===== config.mk =====
export PLATFORM = sky130hd
export DESIGN_NAME = sevenseg_scan_flat
export DESIGN_NICKNAME = d
export VERILOG_FILES = /design/src/rtl/sevenseg_scan_pkg.sv /design/src/rtl/sevenseg_scan_if.sv /design/src/rtl/sevenseg_scan_bcd_to_7seg.sv /design/src/rtl/sevenseg_scan.sv /design/src/flat_wrapper.sv
export SDC_FILE = /design/constraint.sdc
export NUM_CORES = 1
export LEC_CHECK = 0
export ABC_CLOCK_PERIOD_IN_PS = 2240
export BUFFER_PORTS_ARGS = -buffer_cell sky130_fd_sc_hd__buf_2
export CORE_MARGIN = 1.5
export CORE_UTILIZATION = 39
export CTS_BUF_LIST = sky130_fd_sc_hd__clkbuf_8
export DETAILED_ROUTE_END_ITERATION = 7
export MAX_ROUTING_LAYER = met4
export PLACE_DENSITY_LB_ADDON = 0.25
export SYNTH_ARGS = -nofsm -noshare
export SYNTH_HDL_FRONTEND = slang
export SYNTH_SLANG_ARGS = --single-unit

===== constraint.sdc =====
create_clock -name clk -period 2.24 [get_ports clk]
set_input_delay 0.336 -clock clk [delete_from_list [all_inputs] [get_ports clk]]
set_output_delay 0.336 -clock clk [all_outputs]
set_load 0.01 [all_outputs]

===== src/rtl/sevenseg_scan_pkg.sv =====
// Shared display constants: BCD digit width, default digit count and
// active-low seven-segment patterns (bit 0 = a .. bit 6 = g).
package sevenseg_scan_pkg;

  localparam int unsigned BCD_W              = 4;
  localparam int unsigned NUM_DIGITS_DEFAULT = 4;

  typedef logic [BCD_W-1:0] bcd_t;
  typedef logic [6:0]       seg_t;

  localparam seg_t SEG_0     = 7'h40;
  localparam seg_t SEG_1     = 7'h79;
  localparam seg_t SEG_2     = 7'h24;
  localparam seg_t SEG_3     = 7'h30;
  localparam seg_t SEG_4     = 7'h19;
  localparam seg_t SEG_5     = 7'h12;
  localparam seg_t SEG_6     = 7'h02;
  localparam seg_t SEG_7     = 7'h78;
  localparam seg_t SEG_8     = 7'h00;
  localparam seg_t SEG_9     = 7'h10;
  localparam seg_t SEG_DASH  = 7'h3F;
  localparam seg_t SEG_BLANK = 7'h7F;

endpackage


===== src/rtl/sevenseg_scan_if.sv =====
// Digit feed from the counters and the multiplexed display drive.
interface sevenseg_scan_if
  import sevenseg_scan_pkg::*;
#(
  parameter int unsigned NUM_DIGITS = NUM_DIGITS_DEFAULT
);

  logic [BCD_W*NUM_DIGITS-1:0] digits_in;
  logic [NUM_DIGITS-1:0]       dp_in;
  logic                        enable;
  logic [NUM_DIGITS-1:0]       an;
  seg_t                        seg;
  logic                        dp;
  logic                        frame_start;

  modport master (
    output digits_in, dp_in, enable,
    input  an, seg, dp, frame_start
  );

  modport slave (
    input  digits_in, dp_in, enable,
    output an, seg, dp, frame_start
  );

endinterface


===== src/rtl/sevenseg_scan_bcd_to_7seg.sv =====
// Combinational BCD to active-low seven-segment decoder; A-F show a dash.
module bcd_to_7seg
  import sevenseg_scan_pkg::*;
(
  input  bcd_t bcd,
  output seg_t seg
);

  // Pattern lookup for the selected digit.
  always_comb begin
    case (bcd)
      4'd0:    seg = SEG_0;
      4'd1:    seg = SEG_1;
      4'd2:    seg = SEG_2;
      4'd3:    seg = SEG_3;
      4'd4:    seg = SEG_4;
      4'd5:    seg = SEG_5;
      4'd6:    seg = SEG_6;
      4'd7:    seg = SEG_7;
      4'd8:    seg = SEG_8;
      4'd9:    seg = SEG_9;
      default: seg = SEG_DASH;
    endcase
  end

endmodule


===== src/rtl/sevenseg_scan.sv =====
// Time-multiplexed common-anode display driver with frame-synchronous
// shadow digits, per-slot dead time and leading-zero blanking.
module sevenseg_scan
  import sevenseg_scan_pkg::*;
#(
  parameter int unsigned NUM_DIGITS  = NUM_DIGITS_DEFAULT,
  parameter int unsigned REFRESH_DIV = 50000,
  parameter int unsigned DEAD_CYCLES = 16,
  parameter int unsigned LZ_BLANK    = 1
) (
  input logic            clk,
  input logic            rst,
  sevenseg_scan_if.slave bus
);

  localparam int unsigned CNT_W  = $clog2(REFRESH_DIV);
  localparam int unsigned SLOT_W = $clog2(NUM_DIGITS);

  logic [CNT_W-1:0]      div_cnt;
  logic [SLOT_W-1:0]     slot;
  bcd_t                  shadow_digits [NUM_DIGITS];
  logic [NUM_DIGITS-1:0] shadow_dp;
  logic                  capture;
  logic [NUM_DIGITS-1:0] blank;
  logic                  higher_nz;
  logic [NUM_DIGITS-1:0] slot_onehot;
  seg_t                  cur_seg;
  logic                  lit;

  logic [NUM_DIGITS-1:0] an_reg;
  seg_t                  seg_reg;
  logic                  dp_reg;
  logic                  frame_start_reg;

  // Refresh divider and slot counter; free-running regardless of enable.
  always_ff @(posedge clk) begin
    if (rst) begin
      div_cnt <= '0;
      slot    <= '0;
    end else if (div_cnt == CNT_W'(REFRESH_DIV - 1)) begin
      div_cnt <= '0;
      slot    <= (slot == SLOT_W'(NUM_DIGITS - 1)) ? '0 : slot + 1'b1;
    end else begin
      div_cnt <= div_cnt + 1'b1;
    end
  end

  assign capture = (div_cnt == '0) && (slot == '0);

  // Shadow digits load only at frame start so a frame never tears.
  always_ff @(posedge clk) begin
    if (rst) begin
      for (int i = 0; i < int'(NUM_DIGITS); i++) shadow_digits[i] <= '0;
      shadow_dp <= '0;
    end else if (capture) begin
      for (int i = 0; i < int'(NUM_DIGITS); i++) begin
        shadow_digits[i] <= bus.digits_in[BCD_W*i +: BCD_W];
      end
      shadow_dp <= bus.dp_in;
    end
  end

  // Frame pulse lands on the cycle after the shadow capture.
  always_ff @(posedge clk) begin
    if (rst) frame_start_reg <= 1'b0;
    else     frame_start_reg <= capture;
  end

  // Digit i blanks while it and every more significant digit are zero.
  always_comb begin
    higher_nz = 1'b0;
    blank     = '0;
    for (int i = int'(NUM_DIGITS) - 1; i >= 0; i--) begin
      higher_nz = higher_nz | (shadow_digits[i] != '0);
      blank[i]  = (LZ_BLANK != 0) && (i != 0) && !higher_nz;
    end
  end

  // Anode select and lit decision for the slot currently being scanned.
  always_comb begin
    slot_onehot       = '0;
    slot_onehot[slot] = 1'b1;
    lit = bus.enable && (div_cnt >= CNT_W'(DEAD_CYCLES)) && !blank[slot];
  end

  bcd_to_7seg u_dec (
    .bcd (shadow_digits[slot]),
    .seg (cur_seg)
  );

  // Registered display drive; dark unless the slot is lit.
  always_ff @(posedge clk) begin
    if (rst || !lit) begin
      an_reg  <= '1;
      seg_reg <= SEG_BLANK;
      dp_reg  <= 1'b1;
    end else begin
      an_reg  <= ~slot_onehot;
      seg_reg <= cur_seg;
      dp_reg  <= ~shadow_dp[slot];
    end
  end

  assign bus.an          = an_reg;
  assign bus.seg         = seg_reg;
  assign bus.dp          = dp_reg;
  assign bus.frame_start = frame_start_reg;

endmodule

===== src/flat_wrapper.sv =====
// flat-port wrapper written by rule: the top's interface ports become plain ports
module sevenseg_scan_flat import sevenseg_scan_pkg::*;
#(
  parameter int unsigned NUM_DIGITS  = NUM_DIGITS_DEFAULT,
  parameter int unsigned REFRESH_DIV = 50000,
  parameter int unsigned DEAD_CYCLES = 16,
  parameter int unsigned LZ_BLANK    = 1
)
  (clk, rst, bus_digits_in, bus_dp_in, bus_enable, bus_an, bus_seg, bus_dp, bus_frame_start);
  sevenseg_scan_if #(.NUM_DIGITS(NUM_DIGITS)) bus_i ();
  input logic clk;
  input logic rst;
  input wire logic [$bits(bus_i.digits_in)-1:0] bus_digits_in;
  input wire logic [$bits(bus_i.dp_in)-1:0] bus_dp_in;
  input wire logic [$bits(bus_i.enable)-1:0] bus_enable;
  output wire logic [$bits(bus_i.an)-1:0] bus_an;
  output wire logic [$bits(bus_i.seg)-1:0] bus_seg;
  output wire logic [$bits(bus_i.dp)-1:0] bus_dp;
  output wire logic [$bits(bus_i.frame_start)-1:0] bus_frame_start;
  assign bus_i.digits_in = bus_digits_in;
  assign bus_i.dp_in = bus_dp_in;
  assign bus_i.enable = bus_enable;
  assign bus_an = bus_i.an;
  assign bus_seg = bus_i.seg;
  assign bus_dp = bus_i.dp;
  assign bus_frame_start = bus_i.frame_start;
  sevenseg_scan #(.NUM_DIGITS(NUM_DIGITS), .REFRESH_DIV(REFRESH_DIV), .DEAD_CYCLES(DEAD_CYCLES), .LZ_BLANK(LZ_BLANK)) u_core (.clk(clk), .rst(rst), .bus(bus_i));
endmodule

==> results of run 1 <==
==> final timing paths <==
kind | cells past startpoint | end | slack (ps)
max | 5 | u_core.shadow_digits[0][1]$_SDFFCE_PN0P_ | 160
min | 2 | u_core.shadow_dp[2]$_SDFFE_PP0P_ | 230
max reg2reg | 5 | u_core.shadow_digits[0][1]$_SDFFCE_PN0P_ | 160
min reg2reg | 1 | u_core.div_cnt[0]$_SDFF_PP0_ | 480
==> cell families (layout without fill, tap and decap cells) <==
family	count (synthesis)	in the layout	synth area share [%]
simple gates	86	86	21.6
mux	9	9	6.36
compound gates	27	27	7.50
xor+xnor	10	10	3.65
flops	53	53	50.9
buf+inv	20	63	4.33
fa+ha+maj	11	11	5.73
==> cell usage after synthesis (all sizes together) <==
library cell  count  area [sq um]
a2111oi           2          23.8
a211oi            1          7.51
a21oi             7          35.0
a22o              4          35.0
a41oi             1          8.76
and2             17           118
and3              3          18.8
and4              1          8.76
buf               6          51.3
clkbuf            3          11.3
dfxtp            37           741
edfxtp           16           480
ha               11           138
inv              11          41.3
mux2i             4          40.0
mux4              5           113
nand2            12          45.0
nand2b            2          12.5
nand3             6          30.0
nand4             6          37.5
nor2             20          75.1
nor3              2          10.0
nor3b             2          26.3
nor4              4          55.1
o21a              1          7.51
o21ai             8          40.0
o21bai            1          7.51
o31ai             2          15.0
or2               1          6.26
or3               3          18.8
or4               7          56.3
xnor2             5          43.8
xor2              5          43.8
==> worst max-delay path: stages, from the launching register on <==
cell,delay [ps]
dfxtp_1,340
or4_4,580
nor4_4,370
a41oi_1,210
inv_1,140
buf_12,150
==> power groups by stage <==
stage / combinational [uW] / clock (uW) / sequential, uW
6_report: 210 / 558 / 1080
5_1_grt: 235 / 612 / 1080
4_1_cts: 207 / 576 / 1080
3_5_place_dp: 207 / 0 / 1100
3_3_place_gp: 201 / 0 / 1100
2_1_floorplan: 140 / 0 / 1090
==> area by class of cell <==
cell class | instances | area share (%)
repair buffers | 44 | 9.55
well taps | 75 | 3.35
clock inverters | 3 | 0.937
multi-input cells | 143 | 38.6
flip-flops and latches | 53 | 43.6
inverters | 11 | 1.47
clock buffers | 5 | 2.46
==> metal layers <==
| layer | wire length [microns] | global-route usage, % | share of wire [%] | up-vias |
|---|---|---|---|---|
| met4 | 59 | 6.72 | 1.3 | 0 |
| li1 | - | - | - | 846 |
| met1 | 2170 | 20.4 | 48 | 781 |
| met5 | 0 | - | 0 | - |
| met2 | 2020 | 22.9 | 45 | 45 |
| met3 | 232 | 3.44 | 5.2 | 5 |
==> stage by stage <==
stage,cells,utilization [%]
floorplan,216,-
global placement,326,45.6
detailed placement,326,45.6
CTS,334,47.2
global route,334,47.3
finish,334,47.3
==> repair_timing <==
item,in CTS,in global routing
pin swaps,0,0
gates resized for setup,1,2
setup endpoints to repair,1,1
==> flow_metrics.env, run 1 <==
export IMPL_status="complete, no violations"
export IMPL_place_congestion=0.803
export IMPL_clock_fmax_ghz=0.481
export IMPL_register_area_sq_um=1220
export IMPL_final_common_cell="dfxtp_1"
export IMPL_ctsLongestPathBuffers=2
export IMPL_synth_area_per_cell_sq_um=11.1
export IMPL_critPathKind="reg -> reg"
export IMPL_ir_worst_vdd_uv=312
export IMPL_core_sq_um=5920
export IMPL_ys_seq_area_share_pct=50.9
export IMPL_max_slew_margin_pct=49.6
export IMPL_power_frac_comb_pct=11.4
export IMPL_fin_crit_sh_pct=92.8
export IMPL_required_ps=2270
export IMPL_ys_ff_latch=53
export IMPL_reg2reg_from="u_core.div_cnt[11]$_SDFF_PP0_"
export IMPL_grt_first_pass_wirelength_microns=7500
export IMPL_drtIter0Drc=74
export IMPL_htreeDepth=2
export IMPL_syn_num_nets=250
export IMPL_p_seq_share_pct=58.4
export IMPL_cts_tree="done"
export IMPL_grt_total_usage_pct=15.5
export IMPL_ys_types=40
export IMPL_placed_cell_area_sq_um=2700
export IMPL_worst_slew_pin_transition_ps=751
export IMPL_die_w_microns=81.5
export IMPL_rsz0062_at_grt="false"
export IMPL_wl_per_cell_microns=13.4
export IMPL_setup_ws_ps=162
export IMPL_areaGrowthSynthToFinish_pct=16.7
export IMPL_finalSetupViolations=0
export IMPL_period_needed_ps=2080
export IMPL_path_max_fanout=16
export IMPL_first_pass_iters=7
export IMPL_p_leak_uw=0.00107
export IMPL_p_per_area_nw_per_um2=658
export IMPL_n_antenna_cell=0
export IMPL_dr_total_vias=1677
export IMPL_clock_latency_ps=310
export IMPL_dieArea_sq_um=6640
export IMPL_cts_setup_buffers=0
export IMPL_cap_violations=0
export IMPL_clock_sinks=53
export IMPL_final_hold_viol_count=0
export IMPL_wl_microns=4490
export IMPL_p_total_uw=1850
export IMPL_end_kind="register"
export IMPL_final_max_slew_violation_count=0
export IMPL_initial_core_util_pct=40.6
export IMPL_setup_worst_path_start="u_core.div_cnt[11]$_SDFF_PP0_"
export IMPL_cts_made_buffers=5
export IMPL_nFillCells=573
export IMPL_clk_pin_slew_worst_paths_ps=100
export IMPL_worst_ep_arrival_time_ps=2110
export IMPL_grt_pass1_vias=1583
export IMPL_mostFrequentLayoutCells="dfxtp_1 (36), buf_2 (35), nor2_1 (20)"
export IMPL_mappedNetlistArea_sq_um=2400
export IMPL_cts_root_buf="clkbuf_8"
export IMPL_skew_ps=3.86
export IMPL_drc=0
export IMPL_gr_total_overflow=0
export IMPL_grt_max_degree=22
export IMPL_io_pins=36
export IMPL_dp_slack_ps=-29.1
export IMPL_via_per_inst=5.02
export IMPL_min_path_type="in -> reg"
export IMPL_dp_hpwl_microns=3360
export IMPL_num_rows=28
export IMPL_cp_start_kind="register"
export IMPL_p_clk_share_pct=30.2
export IMPL_antenna_found_initial=0
export IMPL_fin_area_sq_um=2800
export IMPL_tns_ps=0
export IMPL_syn_inst=216
export IMPL_hold_slack_ps=229
export IMPL_chipHeight_microns=81.5
export IMPL_drive_gt1_share_pct=28.6
export IMPL_multiInputGateArea_sq_um=1080
export IMPL_p_sw_share_pct=25.1
export IMPL_yosysWarnings=0
export IMPL_p_int_uw=1380
export IMPL_nets=292
export IMPL_cts_hold_buf=0
export IMPL_numPortBuffers=35
export IMPL_min_from="bus_dp_in[2]"
export IMPL_ant_nets=0
export IMPL_power_switching_uw=464
No activity file was read; power rests on OpenSTA's default activity.
==> run 2: changes to the inputs <==
--- a/config.mk
+++ b/config.mk
@@ -7,12 +7,15 @@
 export LEC_CHECK = 0
 export ABC_CLOCK_PERIOD_IN_PS = 2240
 export BUFFER_PORTS_ARGS = -buffer_cell sky130_fd_sc_hd__buf_2
+export CELL_PAD_IN_SITES_DETAIL_PLACEMENT = 2
+export CELL_PAD_IN_SITES_GLOBAL_PLACEMENT = 2
 export CORE_MARGIN = 1.5
-export CORE_UTILIZATION = 39
+export CORE_UTILIZATION = 34
 export CTS_BUF_LIST = sky130_fd_sc_hd__clkbuf_8
 export DETAILED_ROUTE_END_ITERATION = 7
 export MAX_ROUTING_LAYER = met4
 export PLACE_DENSITY_LB_ADDON = 0.25
+export SLEW_MARGIN = 15
 export SYNTH_ARGS = -nofsm -noshare
 export SYNTH_HDL_FRONTEND = slang
 export SYNTH_SLANG_ARGS = --single-unit
==> run 2 against run 1 <==
Compared with the run above:
- die area increased by 14%
- clock-buffer cell count unchanged
- register-to-register slack got worse by 20 ps
- first-iteration DRC count decreased by 36%
- non-clock buffer count increased by 1
- sequential share of layout area decreased by 0.37 points
- critical path depth unchanged
- global-route usage increased by 1.4 points
==> flow_metrics.env, run 2 (synthesized netlist as in run 1, its figures left out) <==
export IMPL_placed_cell_area_sq_um=2730
export IMPL_finalSetupViolations=0
export IMPL_grt_total_usage_pct=16.9
export IMPL_p_int_uw=1380
export IMPL_n_antenna_cell=0
export IMPL_path_cells="or4_4 > nor4_4 > a41oi_1 > inv_1 > buf_12"
export IMPL_wl_microns=5520
export IMPL_ant_nets=0
export IMPL_place_congestion=0.750
export IMPL_p_total_uw=1860
export IMPL_dieArea_sq_um=7580
export IMPL_cp_start_kind="register"
export IMPL_drc=0
export IMPL_grt_pass1_vias=1812
export IMPL_end_kind="register"
export IMPL_clk_pin_slew_worst_paths_ps=110
export IMPL_critPathSlowestCell="or4_4"
export IMPL_first_pass_iters=4
export IMPL_areaGrowthSynthToFinish_pct=18.0
export IMPL_cap_violations=0
export IMPL_fin_area_sq_um=2830
export IMPL_initial_core_util_pct=35.3
export IMPL_drtIter0Drc=47
export IMPL_stdcell_count=356
export IMPL_cts_tree="done"
export IMPL_antenna_found_initial=0
export IMPL_via_per_inst=4.71
export IMPL_status="complete, no violations"
export IMPL_dp_slack_ps=-7.99
export IMPL_worst_slew_pin_transition_ps=806
export IMPL_clock_fmax_ghz=0.476
export IMPL_grt_max_degree=22
export IMPL_nFillCells=730
export IMPL_grt_first_pass_wirelength_microns=9450
export IMPL_worst_ep_arrival_time_ps=2130
export IMPL_ir_worst_vdd_uv=255
export IMPL_core_sq_um=6790
export IMPL_cts_root_buf="clkbuf_8"
export IMPL_wl_per_cell_microns=15.5
export IMPL_clock_latency_ps=310
export IMPL_final_max_slew_violation_count=0
export IMPL_setup_ws_ps=141
export IMPL_final_hold_viol_count=0
export IMPL_max_slew_margin_pct=45.9
export IMPL_final_util_pct=41.7
export IMPL_clock_sinks=53
export IMPL_fin_crit_sh_pct=93.7
export IMPL_cts_resized=1
export IMPL_num_rows=30
export IMPL_dr_total_vias=1678
export IMPL_power_switching_uw=483
export IMPL_htreeDepth=2
export IMPL_critPathKind="reg -> reg"
export IMPL_cts_hold_buf=0
export IMPL_p_clk_share_pct=30.7
export IMPL_rsz0062_at_grt="false"
export IMPL_numPortBuffers=35
export IMPL_dpl_cell_count=348
export IMPL_cts_setup_buffers=0
export IMPL_drive_gt1_share_pct=28.5
export IMPL_nets=293
export IMPL_skew_ps=8.71
export IMPL_p_leak_uw=0.00108
export IMPL_path_max_fanout=16
export IMPL_required_ps=2270
export IMPL_power_frac_comb_pct=11.4
export IMPL_p_per_area_nw_per_um2=658
export IMPL_io_pins=36
export IMPL_period_needed_ps=2100
export IMPL_ctsLongestPathBuffers=2
export IMPL_gr_total_overflow=0
export IMPL_p_sw_share_pct=25.9
export IMPL_mostFrequentLayoutCells="dfxtp_1 (36), buf_2 (35), nor2_1 (20)"
export IMPL_final_common_cell="dfxtp_1"
export IMPL_min_path_type="in -> reg"
export IMPL_critPathMaxStageDelay_ps=580
export IMPL_p_seq_share_pct=58.0
export IMPL_dp_hpwl_microns=4250
export IMPL_cts_made_buffers=5
export IMPL_die_w_microns=87.0
export IMPL_chipHeight_microns=87.0
-- run 2: metal layers --
metal	track usage [%]	up-vias	share of wire (%)
met5	-	-	0
met1	23.0	787	50
met2	25.7	36	45
met3	3.51	7	3.3
li1	-	848	-
met4	4.84	0	1.4
-- run 2: worst paths after layout --
check                                                                end  slack, ps  cells past startpoint                        startpoint
worst max-delay path            u_core.shadow_digits[0][3]$_SDFFCE_PN0P_        140                      5     u_core.div_cnt[11]$_SDFF_PP0_
worst min-delay path                    u_core.shadow_dp[3]$_SDFFE_PP0P_        230                      2                      bus_dp_in[3]
worst max register to register  u_core.shadow_digits[0][3]$_SDFFCE_PN0P_        140                      5     u_core.div_cnt[11]$_SDFF_PP0_
worst min register to register          u_core.shadow_dp[1]$_SDFFE_PP0P_        490                      1  u_core.shadow_dp[1]$_SDFFE_PP0P_
-- run 2: power groups by stage --
stage               Sequential (uW)  Clock [uW]  Combinational (uW)
CTS                            1080         588                 218
detailed placement             1100           0                 216
floorplan                      1090           0                 140
finish                         1080         571                 212
global route                   1090         631                 241
global placement               1100           0                 207
-- run 2: area by class of cell --
type                    instances  area (sq um)  area share (%)
well taps                      96           120            4.24
clock inverters                 3          26.3           0.928
clock buffers                   5          68.8            2.43
repair buffers                 45           275            9.72
multi-input cells             143          1080            38.0
flip-flops and latches         53          1220            43.2
inverters                      11          41.3            1.46
-- run 2: critical path: cells and delay by family, from the launching register on --
kind | cells | cell delay [ps]
simple gates | 2 | 950
flops | 1 | 350
buf+inv | 2 | 300
compound gates | 1 | 210
-- run 2: per-stage QoR --
step	setup TNS (ps)	hold WS (ps)
CTS	0	226
global route	0	231
floorplan	0	408
global placement	0	459
finish	0	228
detailed placement	-7.99	469
==> run 3: changes to the inputs <==
--- a/config.mk
+++ b/config.mk
@@ -5,12 +5,12 @@
 export SDC_FILE = /design/constraint.sdc
 export NUM_CORES = 1
 export LEC_CHECK = 0
-export ABC_CLOCK_PERIOD_IN_PS = 2240
+export ABC_CLOCK_PERIOD_IN_PS = 2310
 export BUFFER_PORTS_ARGS = -buffer_cell sky130_fd_sc_hd__buf_2
 export CELL_PAD_IN_SITES_DETAIL_PLACEMENT = 2
 export CELL_PAD_IN_SITES_GLOBAL_PLACEMENT = 2
 export CORE_MARGIN = 1.5
-export CORE_UTILIZATION = 34
+export CORE_UTILIZATION = 38
 export CTS_BUF_LIST = sky130_fd_sc_hd__clkbuf_8
 export DETAILED_ROUTE_END_ITERATION = 7
 export MAX_ROUTING_LAYER = met4
==> constraint.sdc (replaced) <==
create_clock -name clk -period 2.31 [get_ports clk]
set_input_delay 0.3465 -clock clk [delete_from_list [all_inputs] [get_ports clk]]
set_output_delay 0.3465 -clock clk [all_outputs]
set_load 0.01 [all_outputs]
==> run 3 against run 2 <==
Compared with the run above:
- worst setup slack worse by 50 ps
- non-clock buffer count is 5 lower
- worst hold slack gained 11 ps
- global-route usage up 2.2 points
- clock power decreased by 8.8%
- via count increased by 2.6%
- combinational power about the same
- design area decreased by 2.2%
- core utilization grew 4.3 points
==> flow_metrics.env, run 3 (synthesized netlist as in run 1, its figures left out) <==
export IMPL_dp_hpwl_microns=4430
export IMPL_cts_root_buf="clkbuf_8"
export IMPL_clk_pin_slew_worst_paths_ps=100
export IMPL_globalRouteMet2Util_pct=29.9
export IMPL_cts_tree="done"
export IMPL_n_antenna_cell=0
export IMPL_grt_max_degree=22
export IMPL_mostFrequentLayoutCells="dfxtp_1 (36), buf_2 (35), nor2_1 (20)"
export IMPL_nets=288
export IMPL_grt_first_pass_wirelength_microns=9200
export IMPL_fin_area_sq_um=2770
export IMPL_areaGrowthSynthToFinish_pct=15.4
export IMPL_htreeDepth=2
export IMPL_placed_cell_area_sq_um=2670
export IMPL_grt_use_met3_pct=3.41
export IMPL_end_kind="register"
export IMPL_busiest_layer="met2"
export IMPL_skew_ps=9.15
export IMPL_chipHeight_microns=82.5
export IMPL_p_leak_uw=0.00105
export IMPL_dr_total_vias=1721
export IMPL_grt_total_usage_pct=19.1
export IMPL_antenna_found_initial=0
export IMPL_fin_crit_sh_pct=96.1
export IMPL_min_path_type="in -> reg"
export IMPL_min_from="bus_dp_in[3]"
export IMPL_cap_violations=0
export IMPL_clock_fmax_ghz=0.451
export IMPL_critPathMaxStageDelay_ps=580
export IMPL_via_per_inst=5.22
export IMPL_critPathSlowestCell="or4_4"
export IMPL_required_ps=2340
export IMPL_final_hold_viol_count=0
export IMPL_final_common_cell="dfxtp_1"
export IMPL_final_max_slew_violation_count=0
export IMPL_wl_per_cell_microns=17.2
export IMPL_max_slew_margin_pct=44.7
export IMPL_hold_slack_ps=239
export IMPL_cts_made_buffers=5
export IMPL_status="complete, no violations"
export IMPL_cp_start_kind="register"
export IMPL_path_cells="or4_4 > nor4_4 > a41oi_1 > inv_1 > buf_12"
export IMPL_critPathKind="reg -> reg"
export IMPL_num_rows=28
export IMPL_cts_hold_buf=0
export IMPL_drc=0
export IMPL_numPortBuffers=35
export IMPL_dieArea_sq_um=6800
export IMPL_setup_worst_path_start="u_core.div_cnt[11]$_SDFF_PP0_"
export IMPL_first_pass_iters=3
export IMPL_ir_worst_vdd_uv=399
export IMPL_grt_met1_usage_pct=25.1
export IMPL_clock_latency_ps=310
export IMPL_io_pins=36
export IMPL_gr_total_overflow=0
export IMPL_ant_nets=0
export IMPL_drive_gt1_share_pct=27.1
export IMPL_path_max_fanout=16
export IMPL_cp_buffers_inverters=2
export IMPL_worst_slew_pin_transition_ps=825
export IMPL_reg2reg_from="u_core.div_cnt[11]$_SDFF_PP0_"
export IMPL_wl_microns=5680
export IMPL_place_congestion=0.820
export IMPL_setup_ws_ps=91.1
export IMPL_dp_slack_ps=101
export IMPL_critical_path_top_delay_family="simple AND/OR/NAND/NOR gates"
export IMPL_grt_pass1_vias=1800
export IMPL_drtIter0Drc=67
export IMPL_p_per_area_nw_per_um2=644
export IMPL_finalSetupViolations=0
export IMPL_die_w_microns=82.5
export IMPL_worst_ep_arrival_time_ps=2240
export IMPL_period_needed_ps=2220
export IMPL_ctsLongestPathBuffers=2
export IMPL_initial_core_util_pct=39.8
export IMPL_clock_sinks=53
export IMPL_core_sq_um=6030
## run 3: where the power goes
group / switching, uW / internal [uW]
clock network: 311 / 210
logic: 110 / 102
registers: 34.6 / 1020
total: 455 / 1330
## run 3: final cells by class
cell class              instances  area [sq um]
fillers                       645          3260
flip-flops and latches         53          1220
multi-input cells             143          1090
well taps                      75          93.8
inverters                      11          41.3
repair buffers                 40           238
clock buffers                   5          68.8
clock inverters                 3          17.5
## run 3: path summary, 6_finish.rpt
kind | endpoint | slack [ps] | depth (start not counted)
min | u_core.shadow_dp[3]$_SDFFE_PP0P_ | 240 | 2
max reg2reg | u_core.shadow_digits[1][2]$_SDFFCE_PN0P_ | 90 | 5
max | u_core.shadow_digits[1][2]$_SDFFCE_PN0P_ | 90 | 5
min reg2reg | u_core.div_cnt[0]$_SDFF_PP0_ | 490 | 1
## run 3: metrics by stage
step	setup TNS [ps]	cells	utilization, %	power [uW]
floorplan	0	216	-	1190
global placement	0	322	44.3	1270
detailed placement	0	322	44.3	1290
CTS	0	330	45.7	1800
global route	-14.0	330	46.0	1870
finish	0	330	46.0	1780
## run 3: worst register-to-register path: stages, from the launching register on
cell     delay (ps)
dfxtp_1         350
or4_4           580
nor4_4          450
a41oi_1         240
inv_1           150
buf_12          160
## run 3: what timing repair did
item | CTS | global route
endpoints found under the hold margin | 0 | 0
gates resized for setup | 0 | 2
endpoints found under the setup margin | 0 | 5
setup buffers | 0 | 0
## run 3: routing by layer
layer | routed length (microns) | vias to the layer above | part of all wire [%]
met5 | 0 | - | 0
li1 | - | 839 | -
met2 | 2650 | 37 | 47
met1 | 2760 | 835 | 49
met4 | 95 | 0 | 1.7
met3 | 177 | 10 | 3.1
